**src/rtl/quad_pkg.sv**
```systemverilog
// Shared phase encoding, step classification and default parameters
// for the quadrature decoder.
package quad_pkg;

  localparam logic [1:0] P0 = 2'b00;
  localparam logic [1:0] P1 = 2'b01;
  localparam logic [1:0] P3 = 2'b11;
  localparam logic [1:0] P2 = 2'b10;

  localparam int DEF_SYNC_STAGES = 2;
  localparam int DEF_FILT_CYCLES = 4;

  typedef enum logic [1:0] {
    DIR_NONE    = 2'd0,
    DIR_FWD     = 2'd1,
    DIR_REV     = 2'd2,
    DIR_ILLEGAL = 2'd3
  } dir_e;

  // Forward order is P0 -> P1 -> P3 -> P2 -> P0.
  function automatic logic [1:0] fwd_next(input logic [1:0] ph);
    logic [1:0] nxt;
    case (ph)
      P0:      nxt = P1;
      P1:      nxt = P3;
      P3:      nxt = P2;
      default: nxt = P0;
    endcase
    return nxt;
  endfunction

  function automatic dir_e step_dir(input logic [1:0] old_ph, input logic [1:0] new_ph);
    dir_e d;
    if (old_ph == new_ph)                d = DIR_NONE;
    else if (new_ph == fwd_next(old_ph)) d = DIR_FWD;
    else if (old_ph == fwd_next(new_ph)) d = DIR_REV;
    else                                 d = DIR_ILLEGAL;
    return d;
  endfunction

endpackage

```
**src/rtl/glitch_filter.sv**
```systemverilog
// One encoder channel: multi-stage synchroniser followed by a stability
// filter that accepts a new level only after FILT_CYCLES consecutive samples.
module glitch_filter
  import quad_pkg::*;
#(
  parameter int SYNC_STAGES = DEF_SYNC_STAGES,
  parameter int FILT_CYCLES = DEF_FILT_CYCLES
) (
  input  logic clk,
  input  logic reset_n,
  input  logic raw_i,
  output logic level_o
);

  localparam int CNT_W = $clog2(FILT_CYCLES + 1);

  logic [SYNC_STAGES-1:0] sync_q;
  logic [CNT_W-1:0]       cnt_q, cnt_d;
  logic                   level_q, level_d;
  logic                   synced;

  assign synced  = sync_q[SYNC_STAGES-1];
  assign level_o = level_q;

  // The count hitting FILT_CYCLES-1 plus this differing sample makes FILT_CYCLES.
  always_comb begin
    cnt_d   = cnt_q;
    level_d = level_q;
    if (synced == level_q) begin
      cnt_d = '0;
    end else if (cnt_q == CNT_W'(FILT_CYCLES - 1)) begin
      level_d = synced;
      cnt_d   = '0;
    end else begin
      cnt_d = cnt_q + CNT_W'(1);
    end
  end

  always_ff @(posedge clk or negedge reset_n) begin
    if (!reset_n) begin
      sync_q  <= '0;
      cnt_q   <= '0;
      level_q <= 1'b0;
    end else begin
      sync_q  <= {sync_q[SYNC_STAGES-2:0], raw_i};
      cnt_q   <= cnt_d;
      level_q <= level_d;
    end
  end

endmodule

```
**src/rtl/quad_decoder.sv**
```systemverilog
// Quadrature encoder front end: filters A/B, tracks the Gray-code phase and
// emits registered inc/dec step pulses plus a sticky illegal-step flag.
module quad_decoder
  import quad_pkg::*;
#(
  parameter int SYNC_STAGES = DEF_SYNC_STAGES,
  parameter int FILT_CYCLES = DEF_FILT_CYCLES
) (
  input  logic       clk,
  input  logic       reset_n,
  input  logic       enc_a,
  input  logic       enc_b,
  input  logic       en,
  input  logic       err_clr,
  output logic       inc,
  output logic       dec,
  output logic       err,
  output logic [1:0] phase
);

  logic       a_lvl, b_lvl;
  logic [1:0] acc;
  dir_e       dir;

  logic [1:0] phase_q, phase_d;
  logic       primed_q, primed_d;
  logic       inc_q, inc_d;
  logic       dec_q, dec_d;
  logic       err_q, err_d;

  glitch_filter #(.SYNC_STAGES(SYNC_STAGES), .FILT_CYCLES(FILT_CYCLES)) u_filt_a (
    .clk     (clk),
    .reset_n (reset_n),
    .raw_i   (enc_a),
    .level_o (a_lvl)
  );

  glitch_filter #(.SYNC_STAGES(SYNC_STAGES), .FILT_CYCLES(FILT_CYCLES)) u_filt_b (
    .clk     (clk),
    .reset_n (reset_n),
    .raw_i   (enc_b),
    .level_o (b_lvl)
  );

  assign acc = {a_lvl, b_lvl};
  assign dir = step_dir(phase_q, acc);

  // The first accepted change after reset only primes the tracker.
  always_comb begin
    phase_d  = phase_q;
    primed_d = primed_q;
    inc_d    = 1'b0;
    dec_d    = 1'b0;
    err_d    = err_q & ~err_clr;
    if (acc != phase_q) begin
      phase_d  = acc;
      primed_d = 1'b1;
      if (primed_q && en) begin
        inc_d = (dir == DIR_FWD);
        dec_d = (dir == DIR_REV);
        if (dir == DIR_ILLEGAL) err_d = 1'b1;
      end
    end
  end

  always_ff @(posedge clk or negedge reset_n) begin
    if (!reset_n) begin
      phase_q  <= P0;
      primed_q <= 1'b0;
      inc_q    <= 1'b0;
      dec_q    <= 1'b0;
      err_q    <= 1'b0;
    end else begin
      phase_q  <= phase_d;
      primed_q <= primed_d;
      inc_q    <= inc_d;
      dec_q    <= dec_d;
      err_q    <= err_d;
    end
  end

  assign inc   = inc_q;
  assign dec   = dec_q;
  assign err   = err_q;
  assign phase = phase_q;

endmodule

```
**config.mk**
```make
export PLATFORM = sky130hd
export DESIGN_NAME = quad_decoder
export DESIGN_NICKNAME = d
export VERILOG_FILES = /design/src/rtl/quad_pkg.sv /design/src/rtl/glitch_filter.sv /design/src/rtl/quad_decoder.sv
export SDC_FILE = /design/constraint.sdc
export NUM_CORES = 1
export LEC_CHECK = 0
export ABC_AREA = 1
export BUFFER_PORTS_ARGS = -buffer_cell sky130_fd_sc_hd__buf_2
export CORE_MARGIN = 2
export CORE_UTILIZATION = 56
export DETAILED_ROUTE_END_ITERATION = 10
export HOLD_SLACK_MARGIN = 0.02
export PLACE_DENSITY = 0.78
export SLEW_MARGIN = 10
export SYNTH_ARGS = -nofsm -noshare
export SYNTH_HDL_FRONTEND = slang
export SYNTH_SLANG_ARGS = --single-unit
```
**constraint.sdc**
```tcl
create_clock -name clk -period 2.9 [get_ports clk]
set_input_delay 0.29 -clock clk [delete_from_list [all_inputs] [get_ports clk]]
set_output_delay 0.29 -clock clk [all_outputs]
set_load 0.005 [all_outputs]
```
==> summary.md <==
Total standard cell area after synthesis: 741 µm². Summing all multi-input logic gate instances after layout gives 223 µm². The share of the Yosys chip area taken by registers is 60.8%. The tools report the count of fill cells added during filler insertion as 99. The tools report the number of global-route vias before repair as 404. The first global-routing pass estimated 1610 µm of wire. The tools report the cell area reported after detailed placement as 795 µm². The logs give 4 for the first-pass iteration count of the detailed router and 763 µW for the total power after layout. The post-route fraction of the period consumed by the critical path is 39.5%.

The net count of the mapped netlist came out at 90. The largest total area in the synthesized netlist belongs to dfrtp_1. The initial core utilization is 58.4%, and the share of synthesized flip-flops with an asynchronous set or reset is 100%. The commonest register cell after synthesis is dfrtp_1. After synthesis, the largest family of logic cells by area is simple AND/OR/NAND/NOR gates. For the initial antenna violation count, the log shows 0. The number of flops mapped to enable cells by yosys was 0; the final-report hold violation count was 0. Power density over the cells: 907 nW/µm².

The peak per-stage delay on the critical path works out to 0.43 ns. The run gives 1 as the level count of the clock H-tree. After clock tree synthesis, the clock-pin slew on the worst setup and hold paths is 0.10 ns. After Yosys synthesis, full adders, half adders and majority gates account for 3.38% of the synthesized area. In the global route stage, overall resource usage came out at 15.9%. The number of port buffers works out to 10.

In this run, CTS created clock tree buffers numbering 3. The mean number of vias per cell works out to 4.54. Worst hold path class: input port to flip-flop.

Largest delay contributor family on the critical path: flip-flops. The share of the synthesized area in the top cell type was 60.8%; the synthesized-area fraction occupied by and/or/nand/nor cells was 23.0%. The total buffers and inverters traversed by the critical path is 1. Traced cell by cell, the critical path runs through buf_2. Data on the critical path arrives at its endpoint at 0.86 ns.

The largest individual stage delay along the critical path comes from the cell dfrtp_1. In the final layout, the share of cells above drive strength 1 is 21.3%. In the routed design, unresolved DRC markers number 0. The finished layout cell area was 841 µm². By area the synthesized netlist is led by dfrtp_1, nand2_1, inv_1. The critical path in this run is classified as flip-flop to primary output. The die covers 1630 µm².

At the pin with the least slew margin, the transition time is 0.381 ns. The sequential cells in the finished layout cover a total of 450 µm². The flop and latch count out of synthesis was 18; the worst setup skew after layout was 0.000731 ns.

The repair_antennas step left the layout with diodes totalling 0. The synthesized netlist devotes 1.35% of its cell area to compound gates. The core outline area is 1270 µm², and the post-synthesis mux area share is 0%.

The flow ran to the end, and the final reports show no timing, DRC or antenna violations. Yosys mapped the design onto 14 distinct sky130hd cell types. The average wire per standard cell is 9.07 µm, and the xor/xnor share of the synthesized area is 2.36%. Maximum number of pins on one net before global-route repair: 19. Max-cap violations in this run came to 0.

The HPWL reported at the end of detailed placement is 766 µm, and the total global routing overflow is 0. The worst pin sits at a relative slew slack of 74.6%. Across the VDD grid, the largest voltage drop is 0.431 mV. The number of max-slew violations in the final report was 0; the maximum fanout along the worst path was 5.

The layout overhead on the synthesized area came out at 13.5%. TritonCTS built the clock tree. Setup repair after global routing left no endpoint under its margin. Internal reg-to-reg setup slack: 1.88 ns. Cell count after synthesis: 82.

The maximum clock path buffer count is 2, and the timing-limited maximum frequency is 0.873 GHz. For this block, the via count after detailed routing is 495. The logs give 11 for the top-level port count and 4 for the iteration-0 DRC count of the detailed router.

The mean cell area of the mapped netlist was 9.03 µm²; the clock insertion delay at the later pin of the skew report was 0.28 ns. At the end of the flow the core is filled with cells to 66.3%. Wires add up to 989 µm. The worst setup path is launched from a flip-flop. The total leakage power was 0.000478 µW. For this design, the sink count on the clock tree is 18.

After synthesis, the most frequently instantiated cells are nand2_1, dfrtp_1, inv_1. The net count of the finished layout is 103. The tools report the required time of the critical path as 2.61 ns. For the number of routed nets with antenna violations, the log shows 0. The number of setup buffers added after CTS is 0. The clock period minus worst slack works out to 1.15 ns. The tree is rooted in a clkbuf_4. Setup total negative slack on the finished layout was measured at 0 ns. STA classifies the critical path endpoint as a primary output. The floorplan has 13 rows. The overall die width was 40.4 µm; the vertical extent of the die was 40.4 µm. Most common cell in the synthesized netlist: nand2_1. The congestion estimate from routability-driven global placement came to 0.670.

The run gives 0 as the total of warnings raised by yosys. The run gives 0 as the count of final setup violators.
[state kept, by name, summed over array words and instances, names as in the netlist]
| register | flops |
|---|---|
| u_filt_a.level_o | 1 |
| dec | 1 |
| primed_q | 1 |
| phase | 2 |
| u_filt_b.sync_q | 2 |
| u_filt_a.cnt_q | 3 |
| inc | 1 |
| u_filt_b.cnt_q | 3 |
| u_filt_b.level_o | 1 |
| err | 1 |
| u_filt_a.sync_q | 2 |
[layout by cell type, fill, tap and decap left out, types with 2 or more instances in the layout]
cell type  count
buf_2         10
clkbuf_4       3
dfrtp_1       18
ha_1           2
inv_1         12
inv_2          2
nand2_1       26
nand2_2        3
nor2_1         8
o21ai_1        2
or2_1          2
xnor2_1        2
[power by group]
group | total [µW] | switching [µW] | leakage, µW | internal [µW]
Combinational | 245 | 138 | 0.000231 | 107
Sequential | 368 | 52.4 | 0.000226 | 316
Clock | 149 | 73.1 | 0.0000210 | 76.4
[cells by family after synthesis]
kind of cell,after synthesis
AOI/OAI and AO/OA,2
xor gates and xnor gates,2
adders and majority gates,2
buffers and inverters,17
DFF,18
and+or+nand+nor,41
[area by class of cell]
cell class              instances  area share (%)
multi-input cells              47            26.5
flip-flops and latches         18            53.6
inverters                      14            6.25
well taps                      15            2.23
clock buffers                   4            4.32
repair buffers                 11            7.14
[path summary, 6_finish.rpt]
check / from / endpoint / cells past startpoint
setup / recovery: phase[1]$_DFFE_PN0P_ / phase[1] / 1
hold / removal: enc_a / u_filt_a.sync_q[0]$_DFF_PN0_ / 1
setup reg to reg: u_filt_b.cnt_q[0]$_DFF_PN0_ / u_filt_b.level_o$_DFFE_PN0P_ / 5
hold reg to reg: u_filt_a.sync_q[0]$_DFF_PN0_ / u_filt_a.sync_q[1]$_DFF_PN0_ / 0
max in group asynchronous: reset_n / u_filt_a.sync_q[1]$_DFF_PN0_ / 2
min in group asynchronous: reset_n / dec$_DFF_PN0_ / 2
[per-stage QoR]
stage	hold slack, ns	std cells	worst slack [ns]
finish	0.103	109	1.75
global route	0.0831	109	1.72
CTS	0.0936	109	1.75
detailed placement	0.233	104	1.88
global placement	0.234	104	1.91
floorplan	-0.00559	82	1.94
[layer usage]
metal	wire, µm	GRT usage [%]	part of all wire (%)
met1	452	19.1	46
met2	475	24.6	48
met3	47	3.33	4.8
met4	14	12.5	1.4
met5	0	0	0
[timing repair]
action	CTS	global route
hold endpoints to repair	18	0
gates resized for setup	0	0
hold buffers	1	0
Note: power is estimated with default switching activity, not from simulation.
